===== config.mk =====
export PLATFORM = sky130hd
export DESIGN_NAME = memory_arbiter
export DESIGN_NICKNAME = d
export VERILOG_FILES = /design/src/rtl/memory_arbiter.sv
export SDC_FILE = /design/constraint.sdc
export NUM_CORES = 1
export LEC_CHECK = 0
export ABC_AREA = 0
export ABC_CLOCK_PERIOD_IN_PS = 1400
export BUFFER_PORTS_ARGS = -buffer_cell sky130_fd_sc_hd__clkbuf_2
export CAP_MARGIN = 20
export CORE_MARGIN = 2
export CORE_UTILIZATION = 42
export DETAILED_ROUTE_END_ITERATION = 8
export PLACE_DENSITY = 0.89
export SLEW_MARGIN = 20
export SYNTH_ARGS = -nofsm -noshare
export SYNTH_HDL_FRONTEND = slang
export SYNTH_SLANG_ARGS = --single-unit

===== constraint.sdc =====
create_clock -name clk -period 1.4 [get_ports clk]
set_input_delay 0.14 -clock clk [delete_from_list [all_inputs] [get_ports clk]]
set_output_delay 0.14 -clock clk [all_outputs]
set_load 0.01 [all_outputs]

===== src/rtl/memory_arbiter.sv =====
// memory_arbiter: two-port (instruction read-only, data read/write)
// round-robin arbiter in front of a single combinational-read memory.
// Each transaction takes IDLE -> ACCESS -> DONE. The memory is driven
// only during ACCESS, and the winner sees a one-cycle ack in DONE.
//
// Handshake: a requester raises req together with stable address,
// write flag and write data. It holds all of them until it sees its
// ack for one cycle, then either drops req or keeps it high to issue
// a new transaction. Inputs are sampled only in IDLE. The arbiter
// never asserts both acks in the same cycle.
module memory_arbiter #(
  parameter int ADDR_WIDTH = 32,
  parameter int DATA_WIDTH = 32
) (
  input  logic                  clk,
  input  logic                  rst_n,
  // instruction port (read-only)
  input  logic                  i_req,
  input  logic [ADDR_WIDTH-1:0] i_address,
  output logic                  i_ack,
  output logic [DATA_WIDTH-1:0] i_read_data,
  // data port
  input  logic                  d_req,
  input  logic                  d_write,
  input  logic [ADDR_WIDTH-1:0] d_address,
  input  logic [DATA_WIDTH-1:0] d_write_data,
  output logic                  d_ack,
  output logic [DATA_WIDTH-1:0] d_read_data,
  // memory side
  output logic                  memory_read,
  output logic                  memory_write,
  output logic [ADDR_WIDTH-1:0] memory_address,
  output logic [DATA_WIDTH-1:0] memory_write_data,
  input  logic [DATA_WIDTH-1:0] memory_read_data,
  // debug: current FSM state (0=IDLE, 1=ACCESS, 2=DONE)
  output logic [1:0]            dbg_state
);

  typedef enum logic [1:0] {
    S_IDLE   = 2'd0,
    S_ACCESS = 2'd1,
    S_DONE   = 2'd2
  } state_e;

  typedef enum logic {
    PORT_I = 1'b0,
    PORT_D = 1'b1
  } port_e;

  state_e                state_q;
  port_e                 winner_q;
  port_e                 last_grant_q;
  port_e                 grant_d;
  logic                  we_q;
  logic                  any_req;
  logic                  grant_we_d;
  logic [ADDR_WIDTH-1:0] addr_q;
  logic [DATA_WIDTH-1:0] wdata_q;
  logic                  mem_rd_q;
  logic                  mem_wr_q;
  logic                  i_ack_q;
  logic                  d_ack_q;
  logic [DATA_WIDTH-1:0] i_rdata_q;
  logic [DATA_WIDTH-1:0] d_rdata_q;

  assign any_req = i_req | d_req;

  // Arbitration: a lone requester wins; on a tie the port not granted last wins.
  always_comb begin
    grant_d = PORT_I;
    if (i_req && d_req) begin
      grant_d = (last_grant_q == PORT_D) ? PORT_I : PORT_D;
    end else if (d_req) begin
      grant_d = PORT_D;
    end
    // Only the data port can write; an instruction grant is always a read.
    grant_we_d = (grant_d == PORT_D) ? d_write : 1'b0;
  end

  // Main FSM with registered memory strobes, acks and read-data holding registers.
  always_ff @(posedge clk or negedge rst_n) begin
    if (!rst_n) begin
      state_q      <= S_IDLE;
      winner_q     <= PORT_I;
      last_grant_q <= PORT_D;
      we_q         <= 1'b0;
      addr_q       <= '0;
      wdata_q      <= '0;
      mem_rd_q     <= 1'b0;
      mem_wr_q     <= 1'b0;
      i_ack_q      <= 1'b0;
      d_ack_q      <= 1'b0;
      i_rdata_q    <= '0;
      d_rdata_q    <= '0;
    end else begin
      case (state_q)
        S_IDLE: begin
          i_ack_q <= 1'b0;
          d_ack_q <= 1'b0;
          if (any_req) begin
            winner_q <= grant_d;
            we_q     <= grant_we_d;
            if (grant_d == PORT_D) begin
              addr_q  <= d_address;
              wdata_q <= d_write_data;
            end else begin
              // The instruction port has no store data; keep the last value.
              addr_q  <= i_address;
            end
            // Strobes are registered so they are high exactly during ACCESS.
            mem_rd_q <= ~grant_we_d;
            mem_wr_q <= grant_we_d;
            state_q  <= S_ACCESS;
          end
        end

        S_ACCESS: begin
          mem_rd_q <= 1'b0;
          mem_wr_q <= 1'b0;
          if (!we_q) begin
            if (winner_q == PORT_D) begin
              d_rdata_q <= memory_read_data;
            end else begin
              i_rdata_q <= memory_read_data;
            end
          end
          if (winner_q == PORT_D) begin
            d_ack_q <= 1'b1;
          end else begin
            i_ack_q <= 1'b1;
          end
          state_q <= S_DONE;
        end

        S_DONE: begin
          i_ack_q      <= 1'b0;
          d_ack_q      <= 1'b0;
          last_grant_q <= winner_q;
          state_q      <= S_IDLE;
        end

        default: begin
          mem_rd_q <= 1'b0;
          mem_wr_q <= 1'b0;
          i_ack_q  <= 1'b0;
          d_ack_q  <= 1'b0;
          state_q  <= S_IDLE;
        end
      endcase
    end
  end

  assign i_ack             = i_ack_q;
  assign d_ack             = d_ack_q;
  assign i_read_data       = i_rdata_q;
  assign d_read_data       = d_rdata_q;
  assign memory_read       = mem_rd_q;
  assign memory_write      = mem_wr_q;
  assign memory_address    = addr_q;
  assign memory_write_data = wdata_q;
  assign dbg_state         = state_q;

endmodule


==> run_results.csv <==
group,metric,value,unit
yosys,synth_top_area_cell,"dfrtp_1",
timing,maxSlewHeadroom,55.7,%
clock_network,clkLatencyLatePin,420,ps
final_layout,fin_util,72.8,%
timing,hold_viol_final,0,
min_path,hold_class,"in -> reg",
final_layout,nets,966,
pwr,peakVddDrop,1060,uV
placement,dpl-instance-area,0.00724,mm2
placement,routabilityCongestion,0.789,
timing,finClkSkew,8.40,ps
job,drv_cap,0,
global_route,grt_antenna_before_repair,3,
drt,drc,0,
drt,drt-met1-wl,7250,um
final_layout,drive_above_1_share,51.8,%
global_route,overflow,0,
final_layout,stdcell_count,1025,
drt,ant_nets,0,
setup_path,path_cells,"nand2b_4, nor3_4, buf_12, clkbuf_16, mux2_2",
setup_path,cp_num_buf_inv,2,
clock_network,cts_buffer_depth,2,
setup_path,cpPeakStageDelay,400,ps
yosys,yosysTopAreaCellShare,60.9,%
timing,period_needed,1490,ps
global_route,grt_max_degree,40,
clock_network,ctsHtreeMaxLevel,4,
final_layout,multi_input_area,0.00212,mm2
global_route,track_usage,26.2,%
floorplan,die_height,119,um
setup_path,critPathArrivalTime,1790,ps
floorplan,start_util,42.6,%
timing,tns,-5590,ps
status,violations,"negative setup slack",
clock_network,cts_root_buf,"clkbuf_16",
timing,whs,20.4,ps
yosys,synth-seq-cells,137,
floorplan,core,0.0131,mm2
yosys,synth-compound-area-share,7.76,%
timing,worstMarginPinSlew,664,ps
timing,grt_setup_unrepaired,"true",
placement,dp_cells,850,
yosys,synth_cell_types,27,
drt,wirelength,20200,um
timing,postLayoutSetupSlackWorst,-91.3,ps
drt,num_vias,5296,
drt,wl_per_cell,19.8,um
floorplan,io_pins,267,
setup_path,path_class,"reg -> reg",
final_layout,regArea,0.00343,mm2
clock_network,clk_pin_slew,60,ps
timing,slew_viol_final,0,
yosys,syn-num-nets,547,
floorplan,std_cell_rows,42,
yosys,synth_simple_gate_area_share,6.24,%
drt,routed.top_layer,"met4",
yosys,ys_seq_area_share,61.3,%
setup_path,start_kind,"flip-flop",
clock_network,cts-buffers-inserted,17,
placement,io_buffers,266,
global_route,grt_pass1_wl,28800,um
yosys,synthMuxAreaShare,21.3,%
yosys,synth_top_cells_by_area,"dfrtp_1 61%, mux2_2 13%, mux2_4 7.8%",
yosys,avgSynthCellArea,13.5,um2
pwr,leakage,4.73,nW
drt,firstDrtPassIters,5,
timing,fmax,671,MHz
timing,setup_violations,98,
floorplan,die_area,0.0143,mm2
yosys,syn_inst,414,
placement,dp_hpwl,9970,um
pwr,p_per_area,2280,mW/mm2
yosys,synth_top_family_by_area,"multiplexers",
yosys,yosys_warnings,0,
final_layout,num-fill-cells,792,
global_route,grt_pass1_vias,5658,
drt,wl_met2,10400,um
drt,drt-vias-per-instance,5.17,
setup_path,cp_slowest_cell,"dfrtp_2",
drt,drt_iter0_drc,286,
status,status,"finished with violations",
floorplan,fp.dieW,119,um
yosys,synth_adder_area_share,0,%
clock_network,cts_tree,"done",
yosys,netlist_area,0.00559,mm2
final_layout,final_area,0.00956,mm2
yosys,synth-xor-area-share,0,%
setup_path,end_kind,"flip-flop",
setup_path,crit_family,"flip-flops",
drt,wl_met3,1510,um
final_layout,synthToLayoutAreaGrowth,71.0,%
setup_path,required,1700,ps
setup_path,cp_max_fo,8,
clock_network,cts.sinks,137,
timing,finalCritPeriodShare,107,%
flip-flops by register name, summed over array words and instances, names as in the netlist:
signal             cells
i_ack                  1
i_read_data           32
we_q                   1
last_grant_q           1
d_read_data           32
dbg_state              2
winner_q               1
d_ack                  1
memory_write_data     32
memory_address        32
memory_write           1
memory_read            1
report_power, final:
group          total, mW  switching [mW]  leakage, nW  internal [mW]
sequential          7.36            1.34         1.60           6.02
clock               4.78            1.73        0.294           3.05
combinational       9.62            4.50         2.83           5.12
total               21.8            7.57         4.73           14.2
synth_stat cells:
master,number
nand2_2,1
a31oi_1,32
nor2_4,1
nand2_1,64
a21bo_2,1
nand3_1,2
a21boi_4,1
dfstp_2,1
nand2b_4,1
nor3_2,1
o31ai_1,1
o21ai_0,4
buf_6,9
buf_1,3
inv_1,4
a21oi_1,34
clkbuf_1,7
nor3b_1,1
dfrtp_1,136
mux2_2,63
nor2_1,3
o21a_1,1
mux2_4,29
nor3_4,2
buf_2,7
mux2_1,4
or2_2,1
final cells by class:
type / instances / area share [%]
sequential: 137 / 35.9
timing repair buffer: 426 / 32.8
multi-input combinational: 247 / 22.1
clock buffer: 23 / 5.21
tap: 176 / 2.30
clock inverter: 9 / 1.43
inverter: 4 / 0.157
antenna: 3 / 0.0785
per-stage QoR:
step	total power, mW	setup WS (ps)
after CTS	20.2	-74.7
after detailed placement	15.1	-57.5
final	21.8	-91.3
after global routing	22.7	-150
after floorplan	11.7	-87.1
after global placement	14.8	-15.8
cells in the final DEF (no fill, tap or decap), drive strengths merged:
cell type	n
nor2	4
inv	5
buf	26
o21a	1
o31ai	1
dfrtp	136
a21boi	1
nand2	65
or2	1
clkinvlp	5
a21bo	1
diode	3
nor3b	1
nand2b	1
a31oi	32
dlygate4sd3	129
nand3	2
o21ai	4
bufinv	3
a21oi	34
clkbuf	294
mux2	96
dfstp	1
nor3	3
final timing paths:
path                                    from                end  slack, ps  cells past startpoint
min in group asynchronous              rst_n    i_read_data[22]        210                      2
worst max register to register  dbg_state[1]    d_read_data[29]        -90                      5
worst min register to register         i_ack              i_ack        500                      1
worst min-delay path            i_address[3]  memory_address[3]         20                      3
max in group asynchronous              rst_n       last_grant_q        610                      3
worst max-delay path            dbg_state[1]    d_read_data[29]        -90                      5
worst register-to-register path, cell delays in order, from the launching register on:
cell and delay [ps]:
dfrtp_2 400, nand2b_4 170, nor3_4 160, buf_12 150
clkbuf_16 170, mux2_2 330
layer usage:
metal | vias to the layer above | track usage (%)
li1 | 2305 | -
met1 | 2556 | 27.7
met2 | 333 | 45.7
met3 | 102 | 8.43
met4 | 0 | 15.2
met5 | - | 0
logic make-up after synthesis:
kind of cell	after synthesis
mux	96
compound gates	74
flops	137
simple gates	77
buf+inv	30
timing repair:
| action | 4_1_cts | 5_1_grt |
|---|---|---|
| endpoints found under the setup margin | 77 | 119 |
| cloned | 0 | 8 |
| hold buffers | 128 | 1 |
| endpoints found under the hold margin | 264 | 1 |
| buffers inserted | 0 | 3 |
| resized for setup | 4 | 40 |
| pin swaps | 1 | 2 |
(Power assumes the default switching activity.)
